**config.mk**
```make
export PLATFORM = sky130hd
export DESIGN_NAME = fetch_unit_flat
export DESIGN_NICKNAME = d
export VERILOG_FILES = /design/src/rtl/fetch_unit_pkg.sv /design/src/rtl/fetch_unit_if.sv /design/src/rtl/fetch_unit_if_id_reg.sv /design/src/rtl/fetch_unit.sv /design/src/flat_wrapper.sv
export SDC_FILE = /design/constraint.sdc
export NUM_CORES = 1
export LEC_CHECK = 0
export CAP_MARGIN = 0
export CORE_ASPECT_RATIO = 2
export CORE_MARGIN = 3
export CORE_UTILIZATION = 23
export CTS_CLUSTER_DIAMETER = 200
export DETAILED_ROUTE_END_ITERATION = 10
export GPL_TIMING_DRIVEN = 0
export PLACE_DENSITY = 0.46
export SETUP_SLACK_MARGIN = 0.5
export SKIP_LAST_GASP = 1
export SYNTH_ARGS = -nofsm -noshare
export SYNTH_HDL_FRONTEND = slang
export SYNTH_SLANG_ARGS = --single-unit
```
**constraint.sdc**
```tcl
create_clock -name clk -period 3.6 [get_ports clk]
set_clock_uncertainty 0.15 [all_clocks]
set_input_delay 0.36 -clock clk [delete_from_list [all_inputs] [get_ports clk]]
set_output_delay 0.36 -clock clk [all_outputs]
set_load 0.02 [all_outputs]
```
**src/rtl/fetch_unit_pkg.sv**
```systemverilog
// Shared pipeline definitions for the instruction fetch stage.
// Holds the NOP encoding, the fetch FSM state enumeration and the IF/ID record type.
package fetch_unit_pkg;

  // addi x0, x0, 0
  localparam logic [31:0] NOP = 32'h00000013;

  typedef enum logic [2:0] {
    StReq,
    StWait,
    StHold,
    StDrain,
    StDone
  } state_e;

  typedef struct packed {
    logic        valid;
    logic [63:0] pc;
    logic [31:0] instr;
  } if_id_t;

endpackage

```
**src/rtl/fetch_unit_if.sv**
```systemverilog
// Instruction memory read bus between the fetch unit and instruction memory.
//   imem_req    : read request, one-cycle pulse (fetch -> memory)
//   imem_addr   : word-aligned read address     (fetch -> memory)
//   imem_rvalid : read data valid               (memory -> fetch)
//   imem_rdata  : instruction word              (memory -> fetch)
interface fetch_unit_if;
  logic        imem_req;
  logic [63:0] imem_addr;
  logic        imem_rvalid;
  logic [31:0] imem_rdata;

  modport master (
    output imem_req,
    output imem_addr,
    input  imem_rvalid,
    input  imem_rdata
  );

  modport slave (
    input  imem_req,
    input  imem_addr,
    output imem_rvalid,
    output imem_rdata
  );
endinterface

```
**src/rtl/fetch_unit_if_id_reg.sv**
```systemverilog
// IF/ID pipeline register (the if_id_reg sub-module of the fetch unit).
//   clk, rst   : clock, synchronous active-high reset
//   clear      : drop the live instruction (branch flush)
//   load       : capture load_pc/load_instr as a live instruction
//   hold       : decode stalled, keep current contents
//   load_pc    : PC to load
//   load_instr : instruction word to load
//   q          : registered IF/ID record
// Priority: rst > clear > load > hold > bubble.
module fetch_unit_if_id_reg
  import fetch_unit_pkg::*;
(
  input  logic        clk,
  input  logic        rst,
  input  logic        clear,
  input  logic        load,
  input  logic        hold,
  input  logic [63:0] load_pc,
  input  logic [31:0] load_instr,
  output if_id_t      q
);

  if_id_t q_q;

  always_ff @(posedge clk) begin
    if (rst) begin
      q_q <= '{valid: 1'b0, pc: 64'h0, instr: NOP};
    end else if (clear) begin
      q_q.valid <= 1'b0;
    end else if (load) begin
      q_q <= '{valid: 1'b1, pc: load_pc, instr: load_instr};
    end else if (!hold) begin
      // Decode consumed the instruction and nothing new arrived: insert a bubble.
      q_q.valid <= 1'b0;
    end
  end

  assign q = q_q;

endmodule

```
**src/rtl/fetch_unit.sv**
```systemverilog
// Instruction fetch unit: issues one instruction memory read at a time, steers the
// response into the IF/ID register (or a hold register while decode stalls), handles
// branch flushes and stops at PC_LIMIT.
//   clk, rst    : clock, synchronous active-high reset
//   pc_in       : current PC from the program counter
//   pc_write    : PC update enable (Mealy)
//   pcsrc       : branch taken / redirect, flushes fetch
//   id_stall    : decode cannot accept a new instruction
//   imem        : instruction memory bus (master side)
//   if_id_*     : IF/ID register contents
//   done        : program end reached, sticky until reset
module fetch_unit
  import fetch_unit_pkg::*;
#(
  parameter logic [63:0] PC_LIMIT = 64'h0000000000000200
) (
  input  logic                clk,
  input  logic                rst,
  input  logic [63:0]         pc_in,
  output logic                pc_write,
  input  logic                pcsrc,
  input  logic                id_stall,
  fetch_unit_if.master        imem,
  output logic                if_id_valid,
  output logic [63:0]         if_id_pc,
  output logic [31:0]         if_id_instr,
  output logic                done
);

  state_e      state_q, state_d;
  logic [63:0] req_pc_q;
  logic [63:0] hold_pc_q;
  logic [31:0] hold_instr_q;
  logic        done_q;

  logic        at_limit;
  logic        load;
  logic        capture;
  logic [63:0] load_pc;
  logic [31:0] load_instr;
  if_id_t      if_id;

  assign at_limit       = (pc_in >= PC_LIMIT);
  assign imem.imem_addr = {pc_in[63:2], 2'b00};

  always_comb begin
    state_d       = state_q;
    pc_write      = 1'b0;
    imem.imem_req = 1'b0;
    load          = 1'b0;
    capture       = 1'b0;
    load_pc       = req_pc_q;
    load_instr    = imem.imem_rdata;
    if (!rst) begin
      if (pcsrc) begin
        pc_write = 1'b1;
        case (state_q)
          StWait:  state_d = imem.imem_rvalid ? StReq : StDrain;
          // A response landing together with the redirect completes the drain.
          StDrain: state_d = imem.imem_rvalid ? StReq : StDrain;
          default: state_d = StReq;
        endcase
      end else begin
        unique case (state_q)
          StReq: begin
            if (at_limit) begin
              state_d = StDone;
            end else begin
              imem.imem_req = 1'b1;
              state_d       = StWait;
            end
          end
          StWait: begin
            if (imem.imem_rvalid) begin
              if (id_stall) begin
                capture = 1'b1;
                state_d = StHold;
              end else begin
                load     = 1'b1;
                pc_write = 1'b1;
                state_d  = StReq;
              end
            end
          end
          StHold: begin
            if (!id_stall) begin
              load       = 1'b1;
              load_pc    = hold_pc_q;
              load_instr = hold_instr_q;
              pc_write   = 1'b1;
              state_d    = StReq;
            end
          end
          StDrain: begin
            if (imem.imem_rvalid) state_d = StReq;
          end
          StDone: state_d = StDone;
        endcase
      end
    end
  end

  always_ff @(posedge clk) begin
    if (rst) begin
      state_q      <= StReq;
      req_pc_q     <= 64'h0;
      hold_pc_q    <= 64'h0;
      hold_instr_q <= 32'h0;
      done_q       <= 1'b0;
    end else begin
      state_q <= state_d;
      if (imem.imem_req) req_pc_q <= pc_in;
      if (capture) begin
        hold_pc_q    <= req_pc_q;
        hold_instr_q <= imem.imem_rdata;
      end
      if (state_d == StDone) done_q <= 1'b1;
    end
  end

  fetch_unit_if_id_reg u_if_id_reg (
    .clk        (clk),
    .rst        (rst),
    .clear      (pcsrc),
    .load       (load),
    .hold       (id_stall),
    .load_pc    (load_pc),
    .load_instr (load_instr),
    .q          (if_id)
  );

  assign if_id_valid = if_id.valid;
  assign if_id_pc    = if_id.pc;
  assign if_id_instr = if_id.instr;
  assign done        = done_q;

endmodule
```
**src/flat_wrapper.sv**
```systemverilog
// flat-port wrapper written by rule: the top's interface ports become plain ports
module fetch_unit_flat import fetch_unit_pkg::*;
#(
  parameter logic [63:0] PC_LIMIT = 64'h0000000000000200
)
  (clk, rst, pc_in, pc_write, pcsrc, id_stall, if_id_valid, if_id_pc, if_id_instr, done, imem_imem_req, imem_imem_addr, imem_imem_rvalid, imem_imem_rdata);
  fetch_unit_if imem_i ();
  input  logic clk;
  input  logic rst;
  input  logic [63:0] pc_in;
  output logic pc_write;
  input  logic pcsrc;
  input  logic id_stall;
  output logic if_id_valid;
  output logic [63:0] if_id_pc;
  output logic [31:0] if_id_instr;
  output logic done;
  output wire logic [$bits(imem_i.imem_req)-1:0] imem_imem_req;
  output wire logic [$bits(imem_i.imem_addr)-1:0] imem_imem_addr;
  input wire logic [$bits(imem_i.imem_rvalid)-1:0] imem_imem_rvalid;
  input wire logic [$bits(imem_i.imem_rdata)-1:0] imem_imem_rdata;
  assign imem_imem_req = imem_i.imem_req;
  assign imem_imem_addr = imem_i.imem_addr;
  assign imem_i.imem_rvalid = imem_imem_rvalid;
  assign imem_i.imem_rdata = imem_imem_rdata;
  fetch_unit #(.PC_LIMIT(PC_LIMIT)) u_core (.clk(clk), .rst(rst), .pc_in(pc_in), .pc_write(pc_write), .pcsrc(pcsrc), .id_stall(id_stall), .imem(imem_i), .if_id_valid(if_id_valid), .if_id_pc(if_id_pc), .if_id_instr(if_id_instr), .done(done));
endmodule
```
Yosys cells after proc, flatten, opt, wreduce, memory -nomap -nowiden. Cells that the tools add are included.

$lt $le $gt $ge: 1. Eq/ne operators: 6. Multiplexer cells: 32. Bitwise operators: 1. Reductions and logical operators: 4.

Operators with widths (number): 2-to-1 mux 64 bit (2); greater-or-equal comparator 64 x 10 -> 1 bit (second input constant) (1); 2-to-1 mux 32 bit (2); 2-to-1 mux 3 bit (7); 2-to-1 mux 1 bit (17); case mux 3 bit (5 select lines) (1); equality test 3 x 2 -> 1 bit (second input constant) (2); equality test 3 bit (second input constant) (2); 2-to-1 mux 2 bit (2); OR reduction 2 bit (2); equality test 3 x 1 -> 1 bit (second input constant) (1); logical NOT 3 bit (1); inequality test 2 x 1 -> 1 bit (second input constant) (1); case mux 1 bit (2 select lines) (1); AND reduction 2 bit (1); NOT 1 bit (1).

Register bits: 261. Input port bits: 101. Output and inout bits: 164. Word-level logic and storage cells: 52.

Longest topological paths before layout. Gate-level depths: netlist (run 1).

Word-level depth: 6. Depth in mapped cells: 8.

By module. Synthesis (run 1) repeated with hierarchy kept, for this count alone.

Cells, all modules: 1244. Area total of the unflattened synthesis: 11947.7 µm².

By module, submodules not included: fetch_unit (times used 1, cells each 805, area an instance 7593.5 µm², sequential area each 3283.1 µm²); fetch_unit_if_id_reg (times used 1, cells each 439, area an instance 4354.2 µm², sequential area each 1941.9 µm²).

Worst setup path before layout (run 1). Ideal clock, no wire load.

Path kind: in2out. From: in rst. To: out pc_write. Data arrival time: 1.499 ns. Required time: 3.090 ns. Path slack: 1.591 ns. Stages on the path: 5. Path buffers: 4. Cell sequence: buf_6 -> clkbuf_1 -> clkbuf_1 -> clkbuf_1 -> nor2_1.

Longest elaborated chain between the ends: 1.

RTL lines: start, declared (line flat_wrapper.sv:9) `input logic rst;`; 2-to-1 mux 1 bit (line fetch_unit.sv:54) `if (!rst) begin`; end, declared (line flat_wrapper.sv:11) `output logic pc_write;`.

No other way between the ends.

Worst setup path in the final report (run 1).
From: in pc_in[53]. To: out imem_imem_req.

Longest elaborated chain between the ends: 5.

RTL lines: start, declared (line flat_wrapper.sv:10) `input logic [63:0] pc_in;`; greater-or-equal comparator 64 x 10 -> 1 bit (line fetch_unit.sv:43) `assign at_limit = (pc_in >= PC_LIMIT);`; 2-to-1 mux 1 bit (line fetch_unit.sv:66) `if (at_limit) begin`; 2-to-1 mux 1 bit (line fetch_unit.sv:64) `unique case (state_q)`; 2-to-1 mux 1 bit (line fetch_unit.sv:55) `if (pcsrc) begin`; 2-to-1 mux 1 bit (line fetch_unit.sv:54); end, declared (line flat_wrapper.sv:18) `output wire logic [$bits(imem_i.imem_req)-1:0] imem_imem_req;`.

No other way between the ends.

==> flow_summary.json, run 1 <==
{
  "grt_overflow": 0,
  "setup_violations": 0,
  "first_iter_violations": 357,
  "netlist_instances": 1190,
  "cts_root_buf": "clkbuf_16",
  "drive_gt1_share_pct": 14.68,
  "fill_cells": 4823,
  "ctsHtreeMaxLevel": 1,
  "cts-buffers-inserted": 25,
  "start_util_pct": 23.28,
  "rows": 112,
  "clk_pin_slew_worst_paths_ns": 0.07,
  "drv_cap": 0,
  "slowest_delay_ns": 0.43,
  "wl_per_cell_um": 17.58,
  "hold_class": "input pin to flop",
  "dpl.hpwl_mm": 28.69,
  "syn_avg_cell_area_um2": 9.129,
  "worst-path-max-fanout": 10,
  "drt.antenna.violating_nets": 0,
  "die_width_um": 159.7,
  "antenna_found_initial": 5,
  "drt-total-wl_mm": 37.47,
  "rrSetupSlack_ns": 1.24,
  "ir_drop_mv": 0.3601,
  "endpoint_kind": "output pin",
  "synthArstFlopShare_pct": 0,
  "critPathLaunch": "pc_in[53]",
  "die_area_um2": 50030,
  "grt_pass1_vias": 9097,
  "drv_slew": 0,
  "grt_max_degree": 16,
  "cp_data_arrival_time_ns": 2.42,
  "fmax_mhz": 341.2,
  "tightest_slew_ns": 0.7500,
  "ys_types": 35,
  "yosysTopAreaCellShare_pct": 48.10,
  "cts_tree": "built",
  "synth.area.top_cells": "dfxtp_1 (48%), mux2i_1 (9.7%), a21oi_1 (6.9%)",
  "synth-warning-count": 0,
  "power_per_cell_area_nw_per_um2": 408.9,
  "die_h_um": 313.3,
  "globalplace.congestion": 0.9073,
  "r2r-end": "u_core.u_if_id_reg.q[73]",
  "clockBufferDepth": 3,
  "period_needed_ns": 2.931,
  "final_area_um2": 15230,
  "cp_slowest_cell": "clkdlybuf4s50_1",
  "grt_pass1_wl_mm": 55.94,
  "fin_tns_setup_ns": 0,
  "rr_worst_depth": 7,
  "post-route-period-util_pct": 81.42,
  "cp_data_required_time_ns": 3.09,
  "timing.rr.start": "u_core.state_q[1]",
  "seq_area_frac_synth_pct": 48.10,
  "place_area_um2": 14270,
  "drt_pass1_iterations": 5,
  "crit_path_start_kind": "input pin",
  "yosys.area.top_type": "dfxtp_1",
  "crit_end": "imem_imem_req",
  "status": "completed",
  "cp_cell_sequence": "clkdlybuf4s50_1 -> nor4_1 -> nand4_1 -> nor4_2 -> buf_4 -> dlygate4sd2_1",
  "synth_ff_type": "dfxtp_1",
  "worstSetupPathType": "input pin to output pin",
  "vias": 9073,
  "area_growth_pct": 40.18,
  "final_hold_viol_count": 0,
  "ys_ff_latch": 261,
  "synth_edf_count": 0,
  "io_buffer_count": 261,
  "clk_latency_ns": 0.55,
  "rsz0062_at_grt": "no",
  "synth.cell_area_um2": 10860,
  "drc": 0,
  "slew_headroom_pct": 50.00,
  "routed_via_density": 4.258,
  "cts_sinks": 261,
  "grtUsageTotal_pct": 14.41,
  "coreArea_um2": 46660,
  "nNetsFinal": 1582,
  "io_pins": 265,
  "p_leak_nw": 4.906
}
==> final cells by class <==
cell class                      count  area [µm²]  area share, %
Antenna cell                        5       12.51        0.08217
Buffer                            160       992.2          6.516
Multi-Input combinational cell    768        4693          30.82
Clock buffer                       32       711.9          4.675
Clock inverter                     13       173.9          1.142
Tap cell                          627       784.5          5.152
Timing Repair Buffer              263        2626          17.25
Inverter                            2       7.507        0.04930
Sequential cell                   261        5225          34.31
==> report_power, final <==
part / internal, mW / total, mW / switching [mW]
Clock: 1.69 / 2.88 / 1.20
Combinational: 0.236 / 0.455 / 0.219
Sequential: 2.89 / 2.89 / 0.00214
Total: 4.81 / 6.23 / 1.42
==> cell usage after synthesis, types with 2 or more instances <==
| cell | instances |
|---|---|
| dfxtp_1 | 261 |
| nand2_1 | 184 |
| a21oi_1 | 150 |
| mux2i_1 | 105 |
| nor2_1 | 100 |
| buf_4 | 78 |
| nand2b_1 | 73 |
| a211oi_1 | 64 |
| clkbuf_1 | 47 |
| a211oi_2 | 30 |
| buf_2 | 27 |
| nor4_1 | 16 |
| nand2_2 | 10 |
| buf_6 | 8 |
| nor3_1 | 8 |
| a21oi_2 | 5 |
| nand4_1 | 4 |
| a31oi_1 | 2 |
| inv_1 | 2 |
==> routing by layer <==
layer	up-vias	global-route usage [%]	part of all wire (%)	routed length, µm
li1	4564	-	-	-
met1	4261	16.05	38	14410
met2	194	26.52	53	19840
met3	54	2.532	4.5	1672
met4	0	6.533	4.1	1545
met5	-	0	0	0
==> how the worst min path moves through the flow <==
stage,start,to,slack [ns],depth (start not counted)
6_report,rst,u_core.u_if_id_reg.q[96],0.09,3
3_5_place_dp,u_core.hold_pc_q[15],u_core.hold_pc_q[15],0.29,2
4_1_cts,rst,u_core.u_if_id_reg.q[96],0.06,3
3_3_place_gp,u_core.hold_pc_q[29],u_core.hold_pc_q[29],0.29,2
2_1_floorplan,u_core.hold_instr_q[0],u_core.hold_instr_q[0],0.28,2
5_1_grt,rst,u_core.u_if_id_reg.q[96],0.1,3
==> critical path, delay by kind of cell <==
kind,cells,cell delay [ns]
and+or+nand+nor,3,0.98
buffers and inverters,3,1.07
==> timing repair <==
| item | 4_1_cts | 5_1_grt |
|---|---|---|
| setup buffers | 0 | 1 |
| pin swaps | 1 | 1 |
| hold buffers | 0 | 0 |
| setup endpoints to repair | 59 | 1 |
| resized for setup | 9 | 2 |
==> layout by cell type (no fill, tap or decap), types with 10 or more instances in the layout <==
master	instances
clkbuf_1	46
a211oi_1	64
nand2_2	10
buf_4	81
nor4_1	10
nor2_1	100
buf_2	26
nand2b_1	73
a211oi_2	30
clkbuf_16	25
clkdlybuf4s50_1	260
dfxtp_1	261
mux2i_1	105
a21oi_1	150
nand2_1	184
==> flip-flops by register name, indices dropped and copies added (netlist names) <==
signal / cells
u_core.done: 1
u_core.hold_pc_q: 64
u_core.hold_instr_q: 32
u_core.req_pc_q: 64
u_core.state_q: 3
u_core.u_if_id_reg.q: 97
==> metrics by stage <==
| stage | hold WS [ns] | total power, mW | instances | utilization [%] | setup WS, ns |
|---|---|---|---|---|---|
| 2_1_floorplan | 0.2815 | 3.149 | 1191 | - | 1.591 |
| 3_3_place_gp | 0.2868 | 3.412 | 2079 | 30.57 | -0.3622 |
| 3_5_place_dp | 0.2942 | 3.412 | 2080 | 30.58 | -0.4023 |
| 4_1_cts | 0.06065 | 6.331 | 2125 | 32.56 | 0.5056 |
| 5_1_grt | 0.09565 | 6.439 | 2129 | 32.62 | 0.5231 |
| 6_report | 0.08886 | 6.226 | 2131 | 32.63 | 0.6689 |
==> kinds of logic (layout without fill, tap and decap cells) <==
| logic type | Yosys count | after routing | share of synthesized area, % |
|---|---|---|---|
| mux | 105 | 105 | 9.675 |
| other cells | 1 | 7 | 0.03452 |
| flops | 261 | 261 | 48.10 |
| simple gates | 404 | 404 | 17.14 |
| compound gates | 256 | 256 | 15.81 |
| xor+xnor | 1 | 1 | 0.08064 |
| buf+inv | 162 | 470 | 9.157 |
Power figures use the tool's default switching activity.
==> run 2, diff against run 1 <==
==> constraint.sdc (replaced) <==
create_clock -name clk -period 2.7 [get_ports clk]
set_clock_uncertainty 0.15 [all_clocks]
set_input_delay 0.27 -clock clk [delete_from_list [all_inputs] [get_ports clk]]
set_output_delay 0.27 -clock clk [all_outputs]
set_load 0.02 [all_outputs]
==> flow_summary.json, run 2 (same netlist as run 1, synthesis figures left out) <==
{
  "final_hold_viol_count": 0,
  "rsz0062_at_grt": "yes",
  "drt.antenna.violating_nets": 0,
  "crit_path_start_kind": "input pin",
  "dpl.hpwl_mm": 28.69,
  "nNetsFinal": 1593,
  "setup_slack_ns": 0.4878,
  "final_common_cell": "dfxtp_1",
  "fmax_mhz": 452.0,
  "final_cell_mix": "dfxtp_1 (258), clkdlybuf4s50_1 (232), nand2_1 (184)",
  "dp_slack_ns": -1.212,
  "cts-buffers-inserted": 25,
  "grtUsageMet1_pct": 16.14,
  "rrSetupSlack_ns": 0.56,
  "post-route-period-util_pct": 81.93,
  "crit_end": "imem_imem_req",
  "clk_latency_ns": 0.55,
  "grt_pass1_vias": 9167,
  "cts_tree": "built",
  "drt_pass1_iterations": 6,
  "timing.rr.start": "u_core.state_q[1]",
  "grt_max_degree": 16,
  "status": "completed",
  "ctsHtreeMaxLevel": 1,
  "instances_no_fill": 2143,
  "drv_slew": 0,
  "tightest_slew_ns": 0.7680,
  "multi_input_area_um2": 4821,
  "crit_cells": 6,
  "globalplace.congestion": 0.9073,
  "cp_data_required_time_ns": 2.28,
  "dp.cells": 2080,
  "grt_busiest_layer": "met2",
  "grt_overflow": 0,
  "critPathLaunch": "pc_in[13]",
  "drive_gt1_share_pct": 16.89,
  "drc": 0,
  "io_buffer_count": 261,
  "clockBufferDepth": 3,
  "coreArea_um2": 46660,
  "cp_slowest_cell": "nor4_4",
  "slowest_delay_ns": 0.40,
  "drv_cap": 0,
  "io_pins": 265,
  "r2r-end": "u_core.u_if_id_reg.q[94]",
  "slew_headroom_pct": 48.80,
  "p_leak_nw": 5.246,
  "holdWs_ns": 0.02196,
  "vias": 9161,
  "gr-usage-met2_pct": 26.89,
  "register_area_um2": 5236,
  "start_util_pct": 23.28,
  "cp_data_arrival_time_ns": 1.79,
  "cts_root_buf": "clkbuf_16",
  "endpoint_kind": "output pin",
  "period_needed_ns": 2.212,
  "critPathBufInv": 3,
  "cts_sinks": 261,
  "power_per_cell_area_nw_per_um2": 535.0,
  "cpLargestDelayFamily": "simple AND/OR/NAND/NOR gates",
  "drt-total-wl_mm": 37.88,
  "cp_cell_sequence": "dlygate4sd2_1 -> nor4_4 -> nand4_1 -> nor4_2 -> buf_4 -> buf_6",
  "grt_pass1_wl_mm": 56.34,
  "worstSetupPathType": "input pin to output pin",
  "setup_violations": 0,
  "antenna_found_initial": 6,
  "hold_class": "input pin to flop",
  "ir_drop_mv": 0.4818,
  "wl_per_cell_um": 17.67,
  "die_area_um2": 50030,
  "rr_worst_depth": 5,
  "grtUsageTotal_pct": 14.51,
  "die_width_um": 159.7,
  "clk_pin_slew_worst_paths_ns": 0.07,
  "fin_tns_setup_ns": 0,
  "die_h_um": 313.3,
  "rows": 112,
  "fill_cells": 4790,
  "first_iter_violations": 335,
  "routed_via_density": 4.275,
  "worst-path-max-fanout": 2,
  "largest_reg_flops": 97,
  "area_growth_pct": 43.23,
  "use_met3_pct": 2.505
}
run 2: cell count changes in the layout (fill, tap and decap cells not counted), moves of 4 or more:
cell             before  now
buf_2                26   21
buf_4                81   91
buf_6                 8   13
clkbuf_1             46   38
clkbuf_2              2    8
clkdlybuf4s50_1     260  232
dlymetal6s2s_1        0   23
mux2i_1             105  101
mux2i_2               0    4
nor4_1               10    3
nor4_4                2    8
run 2: power breakdown:
group,internal [mW],switching [mW]
Sequential,3.85,0.00232
Clock,2.25,1.61
Combinational,0.317,0.306
Total,6.41,1.91
run 2: how the worst min path moves through the flow:
stage / start / endpoint / slack, ns / depth (start not counted)
global route: rst / u_core.state_q[0] / 0.03 / 3
global placement: u_core.hold_pc_q[29] / u_core.hold_pc_q[29] / 0.29 / 2
floorplan: imem_imem_rdata[0] / u_core.hold_instr_q[0] / 0.26 / 2
finish: rst / u_core.state_q[2] / 0.02 / 4
detailed placement: u_core.hold_pc_q[15] / u_core.hold_pc_q[15] / 0.29 / 2
CTS: rst / u_core.state_q[2] / 0.001 / 4
run 2: timing repair:
action                                  CTS  global route
pin swaps                                11            15
hold buffers                              1             0
buffers inserted                         11             0
endpoints found under the setup margin  212            54
resized for setup                        58            42
endpoints found under the hold margin     1             0
run 2: layout make-up:
cell class                      instances  share of cell area, %
Sequential cell                       261                  33.65
Multi-Input combinational cell        768                  30.99
Timing Repair Buffer                  274                  17.75
Buffer                                160                  6.731
Tap cell                              627                  5.042
Clock buffer                           32                  4.576
Clock inverter                         13                  1.118
Antenna cell                            6                0.09650
Inverter                                2                0.04825
run 2: worst register-to-register path, cell delays in order (launching register included):
cell       delay, ns
dfxtp_4         0.39
nand3b_4        0.21
a2111oi_4       0.37
buf_1           0.62
nor2_1          0.08
a211oi_1        0.23
run 2: routing by layer:
layer,wire length [µm],up-vias
li1,-,4586
met1,14630,4328
met2,20210,193
met3,1576,54
met4,1459,0
met5,0,-
run 2: per-stage QoR:
stage	total power [mW]	util [%]	cell area, µm²
2_1_floorplan	4.199	-	10870
3_5_place_dp	4.549	30.58	14270
4_1_cts	8.449	33.04	15420
3_3_place_gp	4.549	30.57	14260
6_report	8.324	33.34	15560
5_1_grt	8.597	33.33	15550
==> run 3, diff against run 2 <==
--- a/config.mk
+++ b/config.mk
@@ -12,7 +12,7 @@
 export CTS_CLUSTER_DIAMETER = 200
 export DETAILED_ROUTE_END_ITERATION = 10
 export GPL_TIMING_DRIVEN = 0
-export PLACE_DENSITY = 0.46
+export PLACE_DENSITY = 0.48
 export SETUP_SLACK_MARGIN = 0.5
 export SKIP_LAST_GASP = 1
 export SYNTH_ARGS = -nofsm -noshare
==> constraint.sdc (replaced) <==
create_clock -name clk -period 1.8 [get_ports clk]
set_clock_uncertainty 0.15 [all_clocks]
set_input_delay 0.18 -clock clk [delete_from_list [all_inputs] [get_ports clk]]
set_output_delay 0.18 -clock clk [all_outputs]
set_load 0.02 [all_outputs]
==> flow_summary.json, run 3 (same netlist as run 1, synthesis figures left out) <==
{
  "grt_overflow": 0,
  "drive_gt1_share_pct": 55.65,
  "final_common_cell": "dfxtp_1",
  "rows": 112,
  "worst-path-max-fanout": 8,
  "cts_tree": "built",
  "nNetsFinal": 1719,
  "setup_slack_ns": -0.2993,
  "drt.antenna.violating_nets": 0,
  "io_buffer_count": 261,
  "holdWs_ns": -0.08631,
  "tightest_slew_ns": 0.7813,
  "die_area_um2": 50030,
  "die_width_um": 159.7,
  "clk_latency_ns": 0.54,
  "clockBufferDepth": 3,
  "register_area_um2": 5384,
  "final_cell_mix": "dfxtp_1 (160), a21oi_2 (142), buf_6 (134)",
  "coreArea_um2": 46660,
  "routed_via_density": 4.444,
  "cp_slowest_cell": "or4_4",
  "setup_violations": 203,
  "hold_path_depth": 3,
  "grt_pass1_vias": 10090,
  "slowest_delay_ns": 0.49,
  "cp_data_arrival_time_ns": 2.34,
  "cp_data_required_time_ns": 2.04,
  "drt-total-wl_mm": 44.04,
  "drv_cap": 0,
  "grtUsageTotal_pct": 15.94,
  "violations": "hold timing, setup timing",
  "cts_sinks": 261,
  "antenna_found_initial": 1,
  "p_total_mw": 12.18,
  "multi_input_area_um2": 6422,
  "crit_path_start_kind": "flop",
  "rr_worst_depth": 8,
  "dpl.hpwl_mm": 29.36,
  "area_growth_pct": 82.11,
  "io_pins": 265,
  "start_util_pct": 23.28,
  "largest_reg_flops": 97,
  "rsz0062_at_grt": "yes",
  "globalplace.congestion": 0.8614,
  "endpoint_kind": "flop",
  "worstSetupPathType": "flop to flop",
  "period_needed_ns": 2.099,
  "grt_pass1_wl_mm": 61.94,
  "ir_drop_mv": 0.4466,
  "die_h_um": 313.3,
  "drv_slew": 0,
  "cp_cell_sequence": "nand3b_4 -> buf_6 -> or4_4 -> buf_12 -> buf_16 -> clkbuf_16 -> nand2_2 -> a21oi_1",
  "status": "finished, violations left",
  "instances_no_fill": 2266,
  "cts-buffers-inserted": 26,
  "first_iter_violations": 306,
  "drt_pass1_iterations": 6,
  "vias": 10071,
  "fill_cells": 4508,
  "drc": 0,
  "fmax_mhz": 476.4,
  "wl_per_cell_um": 19.43,
  "final_hold_viol_count": 3,
  "slew_headroom_pct": 47.92,
  "p_leak_nw": 7.163,
  "hold_class": "input pin to flop",
  "ctsHtreeMaxLevel": 1,
  "post-route-period-util_pct": 116.6,
  "grt_max_degree": 15,
  "cts_root_buf": "clkbuf_16",
  "power_per_cell_area_nw_per_um2": 615.8,
  "clk_pin_slew_worst_paths_ns": 0.06,
  "dp.cells": 2079
}
run 3: cell types whose count changed in the layout (fill, tap and decap cells not counted), moves of 87 or more:
cell,delta
clkdlybuf4s50_1,-174
buf_6,+121
dfxtp_2,+88
a21oi_2,+137
a21oi_1,-138
dfxtp_1,-98
nand2_1,-87
run 3: worst max-delay path: cells and delay by family, from the launching register on:
family	cells	cell delay [ns]
buffers and inverters	4	0.65
AND/OR/NAND/NOR	3	0.74
flip-flops	1	0.36
AO/OA/AOI/OAI	1	0.05
run 3: area by class of cell:
| class | count | share of cell area (%) |
|---|---|---|
| Inverter | 2 | 0.03795 |
| Sequential cell | 261 | 27.22 |
| Tap cell | 627 | 3.966 |
| Clock inverter | 8 | 0.2467 |
| Timing Repair Buffer | 399 | 23.71 |
| Clock buffer | 39 | 3.947 |
| Multi-Input combinational cell | 768 | 32.46 |
| Antenna cell | 2 | 0.02530 |
| Buffer | 160 | 8.393 |
run 3: path summary, 6_finish.rpt:
kind / from / endpoint / slack, ns
hold / removal: rst / u_core.u_if_id_reg.q[96] / -0.09
hold reg to reg: u_core.hold_instr_q[14] / u_core.hold_instr_q[14] / 0.31
setup reg to reg: u_core.state_q[1] / u_core.hold_pc_q[49] / -0.30
setup / recovery: u_core.state_q[1] / u_core.hold_pc_q[49] / -0.30
run 3: routing by layer:
metal	global-route usage (%)	part of all wire, %	vias to the layer above
li1	-	-	4873
met1	17.52	38	4933
met2	30.85	55	199
met3	1.780	3.1	66
met4	6.194	3.8	0
met5	0	0	-
run 3: timing repair:
item | in CTS | in global routing
gates cloned | 20 | 16
setup endpoints to repair | 422 | 420
resized for setup | 400 | 1083
pin swaps | 43 | 66
setup buffers | 58 | 42
hold endpoints to repair | 3 | 4
run 3: per-stage QoR:
step	hold slack, ns	util, %	instance area, µm²	setup TNS, ns	setup slack, ns
3_3_place_gp	0.2875	30.92	14430	-248.46	-1.713
6_report	-0.08631	42.39	19780	-40.35	-0.2993
3_5_place_dp	0.2928	30.92	14430	-244.96	-1.657
4_1_cts	-0.07943	36.78	17170	-33.24	-0.3724
2_1_floorplan	0.1705	-	11030	-0.04275	-0.005119
5_1_grt	-0.08818	42.39	19780	-57.02	-0.4181
run 3: report_power, final:
group | switching [mW] | leakage [nW] | total [mW] | internal (mW)
clock | 2.39 | 0.407 | 5.39 | 3.00
combinational | 0.536 | 4.60 | 1.04 | 0.499
sequential | 0.00281 | 2.15 | 5.76 | 5.76
